**src/rtl/onehot_decoder_pipe.sv**
```systemverilog
// Registered binary-to-one-hot decoder with a one-entry valid/ready stage,
// out-of-range detection and a saturating error counter. Optional parity check: DECODER_PARITY_EN.
module onehot_decoder_pipe #(
  parameter int unsigned ADDR_WIDTH    = 8,
  parameter int unsigned NUM_SEL       = 256,
  parameter int unsigned ERR_CNT_WIDTH = 8
) (
  input  logic                     clk,
  input  logic                     rst_n,
  input  logic                     addr_valid_i,
  output logic                     addr_ready_o,
  input  logic [ADDR_WIDTH-1:0]    addr_i,
`ifdef DECODER_PARITY_EN
  input  logic                     addr_par_i,
`endif
  output logic                     sel_valid_o,
  input  logic                     sel_ack_i,
  output logic [NUM_SEL-1:0]       select_o,
  output logic                     err_o,
  output logic [ERR_CNT_WIDTH-1:0] err_cnt_o,
  input  logic                     err_clr_i
);

  // With a fully populated address space no address can be out of range.
  localparam bit FullRange = (NUM_SEL == (32'd1 << ADDR_WIDTH));
  localparam logic [NUM_SEL-1:0] SelOne = 1;

  logic                     valid_q, valid_d;
  logic [NUM_SEL-1:0]       sel_q, sel_d;
  logic                     err_q, err_d;
  logic [ERR_CNT_WIDTH-1:0] cnt_q, cnt_d;

  logic [31:0] addr_ext;
  logic        in_range;
  logic        par_ok;
  logic        bad;
  logic        accept;

  assign addr_ext     = 32'(addr_i);
  assign in_range     = FullRange ? 1'b1 : (addr_ext < NUM_SEL);
`ifdef DECODER_PARITY_EN
  // Even parity: the XOR over {addr_par_i, addr_i} must be zero.
  assign par_ok       = ~(^{addr_par_i, addr_i});
`else
  assign par_ok       = 1'b1;
`endif
  assign bad          = !in_range || !par_ok;
  assign addr_ready_o = !valid_q || sel_ack_i;
  assign accept       = addr_valid_i && addr_ready_o;

  always_comb begin
    valid_d = valid_q;
    sel_d   = sel_q;
    err_d   = err_q;
    if (accept) begin
      valid_d = 1'b1;
      err_d   = bad;
      sel_d   = bad ? '0 : (SelOne << addr_i);
    end else if (sel_ack_i) begin
      valid_d = 1'b0;
      sel_d   = '0;
      err_d   = 1'b0;
    end
  end

  // Clear has priority over a same-cycle increment.
  always_comb begin
    cnt_d = cnt_q;
    if (err_clr_i) begin
      cnt_d = '0;
    end else if (accept && bad && (cnt_q != '1)) begin
      cnt_d = cnt_q + 1'b1;
    end
  end

  always_ff @(posedge clk or negedge rst_n) begin
    if (!rst_n) begin
      valid_q <= 1'b0;
      sel_q   <= '0;
      err_q   <= 1'b0;
      cnt_q   <= '0;
    end else begin
      valid_q <= valid_d;
      sel_q   <= sel_d;
      err_q   <= err_d;
      cnt_q   <= cnt_d;
    end
  end

  assign sel_valid_o = valid_q;
  assign select_o    = sel_q;
  assign err_o       = err_q;
  assign err_cnt_o   = cnt_q;

endmodule

```
**config.mk**
```make
export PLATFORM = sky130hd
export DESIGN_NAME = onehot_decoder_pipe
export DESIGN_NICKNAME = d
export VERILOG_FILES = /design/src/rtl/onehot_decoder_pipe.sv
export SDC_FILE = /design/constraint.sdc
export NUM_CORES = 1
export LEC_CHECK = 0
export CORE_ASPECT_RATIO = 1.1
export CORE_UTILIZATION = 43
export CTS_CLUSTER_DIAMETER = 200
export DETAILED_ROUTE_END_ITERATION = 8
export PLACE_DENSITY_LB_ADDON = 0.3
export SLEW_MARGIN = 10
export SYNTH_ARGS = -nofsm -noshare
export SYNTH_HDL_FRONTEND = slang
export SYNTH_SLANG_ARGS = --single-unit
```
**constraint.sdc**
```tcl
create_clock -name clk -period 1.42 [get_ports clk]
set_clock_uncertainty 0.1 [all_clocks]
set_input_delay 0.142 -clock clk [delete_from_list [all_inputs] [get_ports clk]]
set_output_delay 0.142 -clock clk [all_outputs]
set_load 0.03 [all_outputs]
```
==> results.json <==
{
  "status": "finished with violations",
  "violations": "negative hold slack, negative setup slack",
  "gp_congestion": 0.7974,
  "yosysSeqAreaShare": 0.6482,
  "hold-worst-slack_ns": -0.03100,
  "synth_top_cell_by_area": "dfrtp_1",
  "die_y_um": 161.3,
  "detail-route-antenna-nets": 0,
  "via_per_inst": 5.782,
  "dr_wl_met2_mm": 17.05,
  "fmax_mhz": 573.5,
  "ys_ff_latch": 257,
  "power_density_nw_per_um2": 987.7,
  "p_int_mw": 11.46,
  "top_layer_used": "met5",
  "wl_met1_mm": 14.50,
  "critPathMaxFanout": 24,
  "ctsRootBufferMaster": "clkbuf_16",
  "cts_buffers": 25,
  "crit_required_ns": 1.77,
  "htreeDepth": 1,
  "swShare": 0.2503,
  "core_area_um2": 22390,
  "period_minus_slack_ns": 1.744,
  "grt_start_max_net_pins": 68,
  "post-route-drc-count": 0,
  "setup_viol": 268,
  "grt_antenna_before_repair": 1,
  "grt_overflow_total": 0,
  "grt_usage": 0.2541,
  "finalCritPeriodShare": 1.228,
  "port_buffers": 269,
  "nets": 1061,
  "die_w_um": 146.8,
  "layout-drive-gt1-share": 0.5831,
  "layout_setup_ws_ns": -0.3237,
  "row_count": 57,
  "syn_inst": 689,
  "rsz0062_at_grt": "yes",
  "maxCapViolCount": 0,
  "synth_area_um2": 9922,
  "synth.avg_cell_area_um2": 14.40,
  "p_sw_mw": 3.827,
  "yosysWarnings": 0,
  "ir_worst_vdd_uv": 703.5,
  "grt_pass1_vias": 7623,
  "vias": 7864,
  "yosys-top-cells-area": "dfrtp_1 65%, o2bb2ai_1 12%, a22o_1 7.1%, o2bb2ai_2 6.1%, buf_2 2.3%",
  "dp_hpwl_mm": 20.16,
  "dr.pass1.iters": 5,
  "die-area_um2": 23690,
  "cp-end-kind": "flop",
  "ys_types": 29,
  "clk_pin_slew_ns": 0.07,
  "place_worst_setup_slack_ns": -0.5792,
  "wl_per_cell_um": 25.67,
  "syn_to_final_growth_pct": 56.03,
  "wl_met3_mm": 2.230,
  "cts_buffer_depth": 3,
  "combPwrFrac": 0.098,
  "slew_violations": 0,
  "path_class": "flop to flop",
  "layout_commonest_cell": "dfrtp_1",
  "start_util": 0.4431,
  "hold_path.class": "input pin to async pin",
  "critPathLaunchType": "flop",
  "p_seq_frac": 0.481,
  "p_clk_frac": 0.420,
  "leakagePower_nw": 7.440,
  "cts.sinks": 257,
  "clk_latency_ns": 0.52,
  "crit_arrival_ns": 2.09,
  "timing_hold_violations_final": 16,
  "antenna-diode-count": 0,
  "cts_tree": "yes",
  "mostFrequentLayoutCells": "252 x dfrtp_1, 245 x buf_2, 131 x o2bb2ai_2",
  "yosysTopAreaCellShare": 0.6482,
  "grt_pass1_wl_mm": 46.42,
  "routed_wl_mm": 34.92,
  "num_io_pins": 280,
  "drtIter0Drc": 435
}
flip-flops by register name, summed over array words and instances (netlist names):
signal       flops
sel_valid_o      1
select_o       256
kinds of logic (layout without fill, tap and decap cells):
family                 Yosys count  in the layout  share of synthesized area
AO/OA/AOI/OAI                  257            257                     0.2517
other                            1              9                  0.0003779
flip-flops                     257            257                     0.6482
AND/OR/NAND/NOR                 99             99                    0.05776
buffers and inverters           75            443                    0.04199
layout make-up:
cell class                      count  area (um2)
Multi-Input combinational cell    365        4543
Tap cell                          295       369.1
Inverter                            2       13.76
Fill cell                        1524        6913
Sequential cell                   257        6437
Clock buffer                       34       679.4
Timing Repair Buffer              397        3351
Clock inverter                     10       87.58
per-stage QoR:
step / cells / total power, mW / instance area [um2] / util / TNS (ns)
after detailed placement: 1266 / 8.596 / 14020 / 0.6262 / -109.13
final: 1360 / 15.29 / 15480 / 0.6913 / -48.41
after CTS: 1323 / 14.92 / 13850 / 0.6186 / -45.46
after floorplan: 697 / 8.034 / 10500 / - / -45.06
after global routing: 1360 / 15.68 / 15480 / 0.6913 / -58.03
after global placement: 1266 / 8.586 / 14020 / 0.6262 / -99.79
synth_stat cells:
cell and instances:
buf_2 45, nor4b_2 4, nand2b_1 3, and4b_1 1, and2_1 1, nand2_1 46, nor2_1 21, nand4_1 2
o2bb2ai_1 136, and4bb_2 6, buf_6 6, nor4_4 1, dfrtp_1 257, a22o_1 80, nor3_1 1, or2_2 1
buf_4 9, or3_1 1, clkbuf_1 13, o2bb2ai_2 40, or4b_4 1, nor4b_1 1, nor2b_1 2, inv_1 2
a21oi_1 1, nand4b_1 5, nor3b_1 1, conb_1 1, nor2b_4 1
layer usage:
metal | up-vias | track usage
met4 | 2 | 0.07481
met3 | 86 | 0.04350
li1 | 3350 | -
met1 | 4059 | 0.3611
met2 | 367 | 0.4016
met5 | - | 0
power groups by stage:
stage          combinational (mW)  clock [mW]  sequential (mW)
6_report                     1.50        6.43             7.36
5_1_grt                      1.57        6.75             7.36
4_1_cts                      1.17        6.39             7.36
3_5_place_dp                 1.10           0             7.49
3_3_place_gp                 1.09           0             7.49
2_1_floorplan               0.500           0             7.53
worst paths after layout:
| kind | to | from | cells after the start | slack [ns] |
|---|---|---|---|---|
| max | select_o[9] | sel_valid_o | 5 | -0.32 |
| min | select_o[32] | rst_n | 2 | -0.03 |
| max reg2reg | select_o[9] | sel_valid_o | 5 | -0.32 |
| min reg2reg | select_o[149] | select_o[149] | 1 | 0.40 |
| max in group asynchronous | select_o[221] | rst_n | 3 | 0.29 |
| min in group clk | sel_valid_o | addr_valid_i | 2 | 0.34 |
critical path, cell delays in order, from the launching register on:
cell and delay (ns):
dfrtp_2 0.40, nor2b_4 0.14, buf_6 0.12, or4b_4 0.52, buf_12 0.20, o2bb2ai_2 0.15
timing repair:
action	CTS	global route
resized for setup	1293	167
buffers inserted	5	22
pin swaps	18	36
setup endpoints to repair	512	266
hold buffers	2	1
gates cloned	6	22
endpoints found under the hold margin	257	6
Note: power is estimated with default switching activity, not from simulation.
